[src/rtl/led_bank.sv]
// led_bank: memory-mapped LED output block.
//
// Drives NUM_LEDS outputs from a per-LED static level, a per-LED blink
// enable and a shared blink phase derived from a prescaled clock.  Registers
// are readable at the same bit positions they are written.
//
// Optional feature: define LED_BANK_PWM_EN to add an 8-bit DUTY register at
// address 3 that dims all LEDs together.  When the macro is undefined,
// address 3 ignores writes and reads as zero.
//
// Ports:
//   clock     system clock, rising edge
//   reset     asynchronous, active-high reset
//   cs        block select; qualifies write and read
//   write     write strobe
//   read      read strobe
//   address   register index (0 LEVEL, 1 BLINK_EN, 2 PERIOD, 3 DUTY)
//   data_in   write data
//   data_out  registered read data, zero when no read was issued
//   leds      registered LED drive, 1 = lit
//
// Bus protocol: a transfer happens on any rising edge where cs is high.  With
// write high, the addressed register takes data_in on that edge.  With read
// high, data_out holds the addressed register one cycle later and is zero on
// every other cycle.  No stall or wait state exists.  If read and write
// target the same register in one cycle, data_out shows the value from
// before the write.
//
// Register map (N = NUM_LEDS):
//   0 LEVEL     data_in[24 +: N]  static on/off per LED
//   1 BLINK_EN  data_in[N-1:0]    1 = LED follows the blink phase
//   2 PERIOD    data_in[15:0]     half-period in prescaler ticks, 0 = no blink
//   3 DUTY      data_in[7:0]      PWM duty, FF = fully on (PWM build only)

module led_bank #(
   parameter int NUM_LEDS      = 3,
   parameter int PRESCALE_BITS = 16
) (
   input  logic                clock,
   input  logic                reset,
   input  logic                cs,
   input  logic                write,
   input  logic                read,
   input  logic [1:0]          address,
   input  logic [31:0]         data_in,
   output logic [31:0]         data_out,
   output logic [NUM_LEDS-1:0] leds
);

   localparam int N = NUM_LEDS;

   logic                     wr_en;
   logic                     rd_en;
   logic                     wr_level;
   logic                     wr_blink;
   logic                     wr_period;

   logic [N-1:0]             level;
   logic [N-1:0]             blink_en;
   logic [15:0]              period;

   logic [PRESCALE_BITS-1:0] pre_count;
   logic                     tick;
   logic [15:0]              blink_count;
   logic                     phase;

   logic                     pwm_gate;
   logic [N-1:0]             blink_gate;
   logic [31:0]              rd_word;

   // Only selected bits of data_in are stored.  The rest are folded here
   // so the unused upper bits do not appear as dangling inputs.
   logic                     unused_data_in;
   assign unused_data_in = ^data_in;

   assign wr_en     = cs & write;
   assign rd_en     = cs & read;
   assign wr_level  = wr_en & (address == 2'd0);
   assign wr_blink  = wr_en & (address == 2'd1);
   assign wr_period = wr_en & (address == 2'd2);

   // Control registers
   always_ff @(posedge clock or posedge reset) begin
      if (reset) begin
         level    <= '1;
         blink_en <= '0;
         period   <= '0;
      end else begin
         if (wr_level)  level    <= data_in[24 +: N];
         if (wr_blink)  blink_en <= data_in[N-1:0];
         if (wr_period) period   <= data_in[15:0];
      end
   end

   // Free-running prescaler.  tick marks the all-ones state, so it occurs
   // once every 2^PRESCALE_BITS clocks, on the cycle before the counter wraps.
   always_ff @(posedge clock or posedge reset) begin
      if (reset) begin
         pre_count <= '0;
      end else begin
         pre_count <= pre_count + PRESCALE_BITS'(1);
      end
   end

   assign tick = &pre_count;

   // Blink phase.  A PERIOD write restarts the half-period with the LEDs lit.
   // The restart wins over a tick on the same edge.  PERIOD = 0 parks the
   // phase at 1, so blinking LEDs show their static level.
   always_ff @(posedge clock or posedge reset) begin
      if (reset) begin
         blink_count <= '0;
         phase       <= 1'b1;
      end else if (wr_period) begin
         blink_count <= '0;
         phase       <= 1'b1;
      end else if (period == 16'd0) begin
         blink_count <= '0;
         phase       <= 1'b1;
      end else if (tick) begin
         if (blink_count == period - 16'd1) begin
            blink_count <= '0;
            phase       <= ~phase;
         end else begin
            blink_count <= blink_count + 16'd1;
         end
      end
   end

`ifdef LED_BANK_PWM_EN
   logic [7:0] duty;
   logic [7:0] pwm_count;

   always_ff @(posedge clock or posedge reset) begin
      if (reset) begin
         duty      <= 8'hFF;
         pwm_count <= '0;
      end else begin
         pwm_count <= pwm_count + 8'd1;
         if (wr_en && address == 2'd3) duty <= data_in[7:0];
      end
   end

   // FF is special-cased.  Otherwise the gate would drop for one of every
   // 256 clocks.
   assign pwm_gate = (duty == 8'hFF) | (pwm_count < duty);
`else
   assign pwm_gate = 1'b1;
`endif

   // Non-blinking LEDs pass their level.  Blinking LEDs also need phase.
   assign blink_gate = ~blink_en | {N{phase}};

   always_ff @(posedge clock or posedge reset) begin
      if (reset) begin
         leds <= '1;
      end else begin
         leds <= level & blink_gate & {N{pwm_gate}};
      end
   end

   // Readback mux.  It uses the register values before this edge, so a
   // same-cycle write is not visible until the next read.
   always_comb begin
      rd_word = '0;
      case (address)
         2'd0:    rd_word[24 +: N] = level;
         2'd1:    rd_word[N-1:0]   = blink_en;
         2'd2:    rd_word[15:0]    = period;
`ifdef LED_BANK_PWM_EN
         2'd3:    rd_word[7:0]     = duty;
`endif
         default: rd_word = '0;
      endcase
   end

   always_ff @(posedge clock or posedge reset) begin
      if (reset) begin
         data_out <= '0;
      end else begin
         data_out <= rd_en ? rd_word : 32'd0;
      end
   end

endmodule

[config.mk]
export PLATFORM = sky130hd
export DESIGN_NAME = led_bank
export DESIGN_NICKNAME = d
export VERILOG_FILES = /design/src/rtl/led_bank.sv
export SDC_FILE = /design/constraint.sdc
export NUM_CORES = 1
export LEC_CHECK = 0
export CORE_MARGIN = 2
export CORE_UTILIZATION = 57
export CTS_CLUSTER_DIAMETER = 120
export DETAILED_ROUTE_END_ITERATION = 10
export PLACE_DENSITY = 0.9
export SLEW_MARGIN = 25
export SYNTH_ARGS = -nofsm -noshare
export SYNTH_HDL_FRONTEND = slang
export SYNTH_SLANG_ARGS = --single-unit
[constraint.sdc]
create_clock -name clock -period 7.2 [get_ports clock]
set_input_delay 1.44 -clock clock [delete_from_list [all_inputs] [get_ports clock]]
set_output_delay 1.44 -clock clock [all_outputs]
set_load 0.05 [all_outputs]
; Word-level counts from Yosys, hierarchy flattened
; Index checks and enable logic that the tools add are counted.
[op_classes]
addsub = 3
mux = 12
n_eq_ne = 3
reduce_logical = 6
n_mul = 0
bitwise = 9
div_mod_pow = 0
order_cmp = 0
n_shift = 0
[op_table]
columns = operator, count
row1 = $mux W16, 4
row2 = $add A16 B1 Y16 const B, 2
row3 = $mux W27, 1
row4 = $eq A16 B16 Y1, 1
row5 = $logic_not A16 Y1, 1
row6 = $reduce_and A16 Y1, 1
row7 = $sub A16 B1 Y16 const B, 1
row8 = $mux W13, 1
row9 = $pmux W3 S2, 1
row10 = $reduce_bool A3 Y1, 2
row11 = $and A1 B1 Y1, 5
row12 = $mux W1, 4
row13 = $and A3 B3 Y3, 1
row14 = $mux W3, 1
row15 = $not A3 Y3, 1
row16 = $or A3 B3 Y3, 1
row17 = $eq A2 B1 Y1 const B, 1
row18 = $eq A2 B2 Y1 const B, 1
row19 = $logic_not A2 Y1, 1
row20 = $reduce_and A2 Y1, 1
row21 = $not A1 Y1, 1
[totals]
memories = 0
latch_bits = 0
wordCells = 41
romBits = 0
mem_bits_rw = 0
ff_bits = 85

; Logic depth before layout (Yosys ltp)
[depth]
word_depth = 6
depth_mapped = 10
mapped_depth_nobuf = 9

; Least setup slack after synthesis
; No wires, ideal clock.
[synth_path]
kind = input to register
startpoint = in address[0]
endpoint = reg blink_count[11]
stages = 8
n_path_buf = 0
required_time_ns = 7.057
slack_ns = 4.235
arrival_ns = 2.822
path_cell_list = inv_1 -> ha_1 -> nand3_1 -> o31ai_4 -> o2111ai_4 -> nor3b_2 -> xnor2_1 -> nor3_2
[synth_between]
elab_chain_len = 3
elab_cells_between_ends = 4
cone_classes = 1 x eq/ne / 1 x mux / 1 x bitwise / 1 x reduce/logical
[synth_lines]
columns = item, line
row1 = start: declaration, 44  ; input logic [1:0] address,
row2 = $eq A2 B2 Y1 *, 80  ; assign wr_period = wr_en & (address == 2'd2);
row3 = $and A1 B1 Y1 *, 80
row4 = $reduce_bool A3 Y1 (no source line) / $mux W16 (equally long branches), n/a
row5 = end signal: assignment, 125  ; blink_count <= blink_count + 16'd1;
row6 = end: declaration, 64  ; logic [15:0] blink_count;
; Mark *: on every way between the ends. The rest lies on a longest branch, timed or not.
; A chain may end at the register's enable or synchronous reset.

; Final worst setup path
[layout_path]
startpoint = in address[0]
endpoint = reg blink_count[5]
; Same word-level chain as after synthesis.

==> metrics.yaml <==
outcome:
  outcome: "complete, no violations"
floorplan:
  io_pins: 74
  start_util_pct: 59.3
  fp.dieH_um: 88.6
  fp.dieW_um: 88.6
  die-area_um2: 7840
  rows: 30
  core_area_um2: 6870
setup_path:
  end_kind: "flip-flop"
  rr_startpoint: "period[0]"
  arrival_ns: 3.70
  r2r-end: "blink_count[13]"
  cpPeakStageDelay_ns: 0.48
  crit_required_ns: 7.40
  path_class: "in2reg"
  crit_fanout: 18
  cp_cell_sequence: "clkdlybuf4s50_1 > inv_1 > ha_1 > nand3_1 > buf_4 > o31ai_4 > o2111ai_4 > nor2_1 > xnor2_1 > nor3_1"
  ff2ff_path_depth: 9
  critical_path.slowest_cell: "clkdlybuf4s50_1"
  cp-start-kind: "input port"
  rrSetupSlack_ns: 3.97
cells_and_area:
  post_route_cells_drive_above_1_share_pct: 16.7
  final_area_um2: 4790
  fin_cells: 521
  layout.nets: 465
  fin_util_pct: 69.7
  insertedDiodeCount: 0
  areaGrowthSynthToFinish_pct: 17.5
placement:
  port-buffer-count: 47
  place_inst: 505
  hpwl_um: 5680
  place_ws_ns: 3.39
  placed_area_um2: 4560
  gp_congestion: 0.817
sta:
  skew_ns: 0.0108
  fmax_mhz: 286
  drv_slew: 0
  fin_ws_ns: 3.70
  min_period_over_period_pct: 48.6
  rsz0062_at_grt: "false"
  finalHoldViolCount: 0
  fin_setup_tns_ns: 0
  setup_viol_count_final: 0
  min_period_ns: 3.50
  relSlewSlack_pct: 37.1
  tightest_slew_ns: 0.944
synth:
  syn-mean-instance-area_um2: 10.9
  synth_cells: 375
  ys_seq_area_share_pct: 47.5
  synth_area_um2: 4080
  ys_types: 56
  synth_edf_count: 0
  ys_ff_latch: 77
  synthFlopType: "dfrtp_1"
  yosysWarningCount: 0
  synthArstFlopShare_pct: 100
clocking:
  cts_resized: 0
  cts_tree: "yes"
  cts_max_level: 3
  cts_setup_buffers: 0
  clkTransAtPathRegs_ns: 0.08
  cts.sinks: 77
  clock_path_buffers: 2
  cts_buffers: 9
  postCtsHoldBufs: 0
  clk_latency_ns: 0.36
  root_buffer: "clkbuf_8"
drt:
  drt-initial-drc-count: 169
  drc_errors: 0
  ant_nets: 0
  wirelength_um: 8010
  first_pass_iters: 4
  vias: 2915
  via_per_inst: 5.60
  post_drt_wl_per_cell_um: 15.4
power_and_ir_drop:
  ir_drop_v: 0.000137
  power_switching_uw: 341
  clock_power_share_pct: 33.3
  pwr-share-seq_pct: 47.8
  leakagePower_nw: 2.06
  pwr-share-comb_pct: 18.9
  p_int_uw: 772
  switching_share_pct: 30.7
  p_per_area_nw_per_um2: 233
global_route:
  grt_overflow_total: 0
  grt_pass1_vias: 2750
  grt_pass1_wl_um: 12500
  antenna_found_initial: 0
  track_usage_pct: 21.2
  grt_max_degree: 78
run:
  maxCapViolCount: 0
worst_hold_path:
  min_to: "pre_count[14]"
  hold_path_startpoint: "pre_count[14]"
  hp-class: "reg2reg"
  holdPathStages: 1
==> worst max-delay path by stage <==
stage	from	endpoint	slack, ns	cells after the start
global route	address[0]	blink_count[4]	3.60	10
finish	address[0]	blink_count[5]	3.70	10
CTS	address[0]	blink_count[5]	3.73	10
global placement	address[0]	blink_count[14]	3.46	10
detailed placement	address[0]	blink_count[13]	3.39	10
floorplan	reset	blink_count[0]	3.80	1
==> power by group through the flow <==
stage,Combinational [mW],Clock [mW],Sequential (mW)
floorplan,0.161,0,0.534
global placement,0.202,0,0.535
detailed placement,0.209,0,0.539
CTS,0.211,0.375,0.531
global route,0.228,0.390,0.538
finish,0.211,0.370,0.532
==> per-layer routing <==
metal	part of all wire [%]	vias to the layer above	GRT usage [%]
li1	-	1379	-
met1	42	1433	24.7
met2	52	87	37.0
met3	4.6	16	5.88
met4	1.6	0	8.40
met5	0	-	0
==> layout by cell type, fill, tap and decap left out, types with 4 or more instances in the layout <==
master / n
clkbuf_8: 10
nor2_1: 23
nor3_1: 10
dfstp_2: 7
and2_1: 16
nor3_2: 12
and3_1: 9
nand2b_1: 5
mux2_2: 22
clkdlybuf4s50_1: 47
dfrtp_1: 70
inv_1: 11
nor2b_1: 4
xnor2_1: 27
nand4_1: 4
conb_1: 13
nand2_1: 23
nand3_1: 21
ha_1: 6
o21ai_0: 6
xor2_1: 15
==> sequential cells by signal (all words and copies together) (netlist names) <==
| signal | cells |
|---|---|
| phase | 1 |
| level | 3 |
| blink_count | 16 |
| pre_count | 16 |
| leds | 3 |
| data_out | 19 |
| blink_en | 3 |
| period | 16 |
==> final cells by class <==
type,count,area (µm²)
fill,473,2080
clock buffer,11,141
inverter,12,45.0
timing repair buffer,49,489
clock inverter,5,83.8
sequential,77,1940
tap,96,120
multi-input combinational,271,1970
==> critical path: cells and delay by family <==
kind	cells	cell delay [ns]
compound gates	2	0.69
xor+xnor	1	0.17
fa+ha+maj	1	0.26
buf+inv	3	0.83
simple gates	3	0.30
==> through the flow <==
stage,hold slack [ns],power [mW]
after floorplan,0.413,0.695
after global placement,0.453,0.737
after detailed placement,0.459,0.749
after CTS,0.473,1.12
after global routing,0.495,1.16
final,0.468,1.11
==> synth_stat cells, types with 7 or more instances <==
master | instances | area [µm²]
and3_1 | 9 | 56.3
dfstp_2 | 7 | 184
mux2_2 | 22 | 248
nor2_1 | 23 | 86.3
and2_1 | 16 | 100
dfrtp_1 | 70 | 1750
inv_1 | 12 | 45.0
nand2_1 | 23 | 86.3
clkbuf_1 | 11 | 41.3
nor3_2 | 12 | 120
nor3_1 | 10 | 50.1
xnor2_1 | 27 | 236
nand3_1 | 21 | 105
xor2_1 | 15 | 131
buf_4 | 13 | 97.6
==> kinds of logic (layout without fill, tap and decap cells) <==
kind of cell	Yosys count	in the layout	share of synthesized area [%]
DFF	77	77	47.5
AOI/OAI and AO/OA	37	37	7.71
and+or+nand+nor	148	148	21.8
muxes	25	25	6.82
buffers and inverters	39	77	5.19
other	1	13	0.0920
adders and majority gates	6	6	1.84
xor gates and xnor gates	42	42	9.03
No activity file was read; power rests on OpenSTA's default activity.
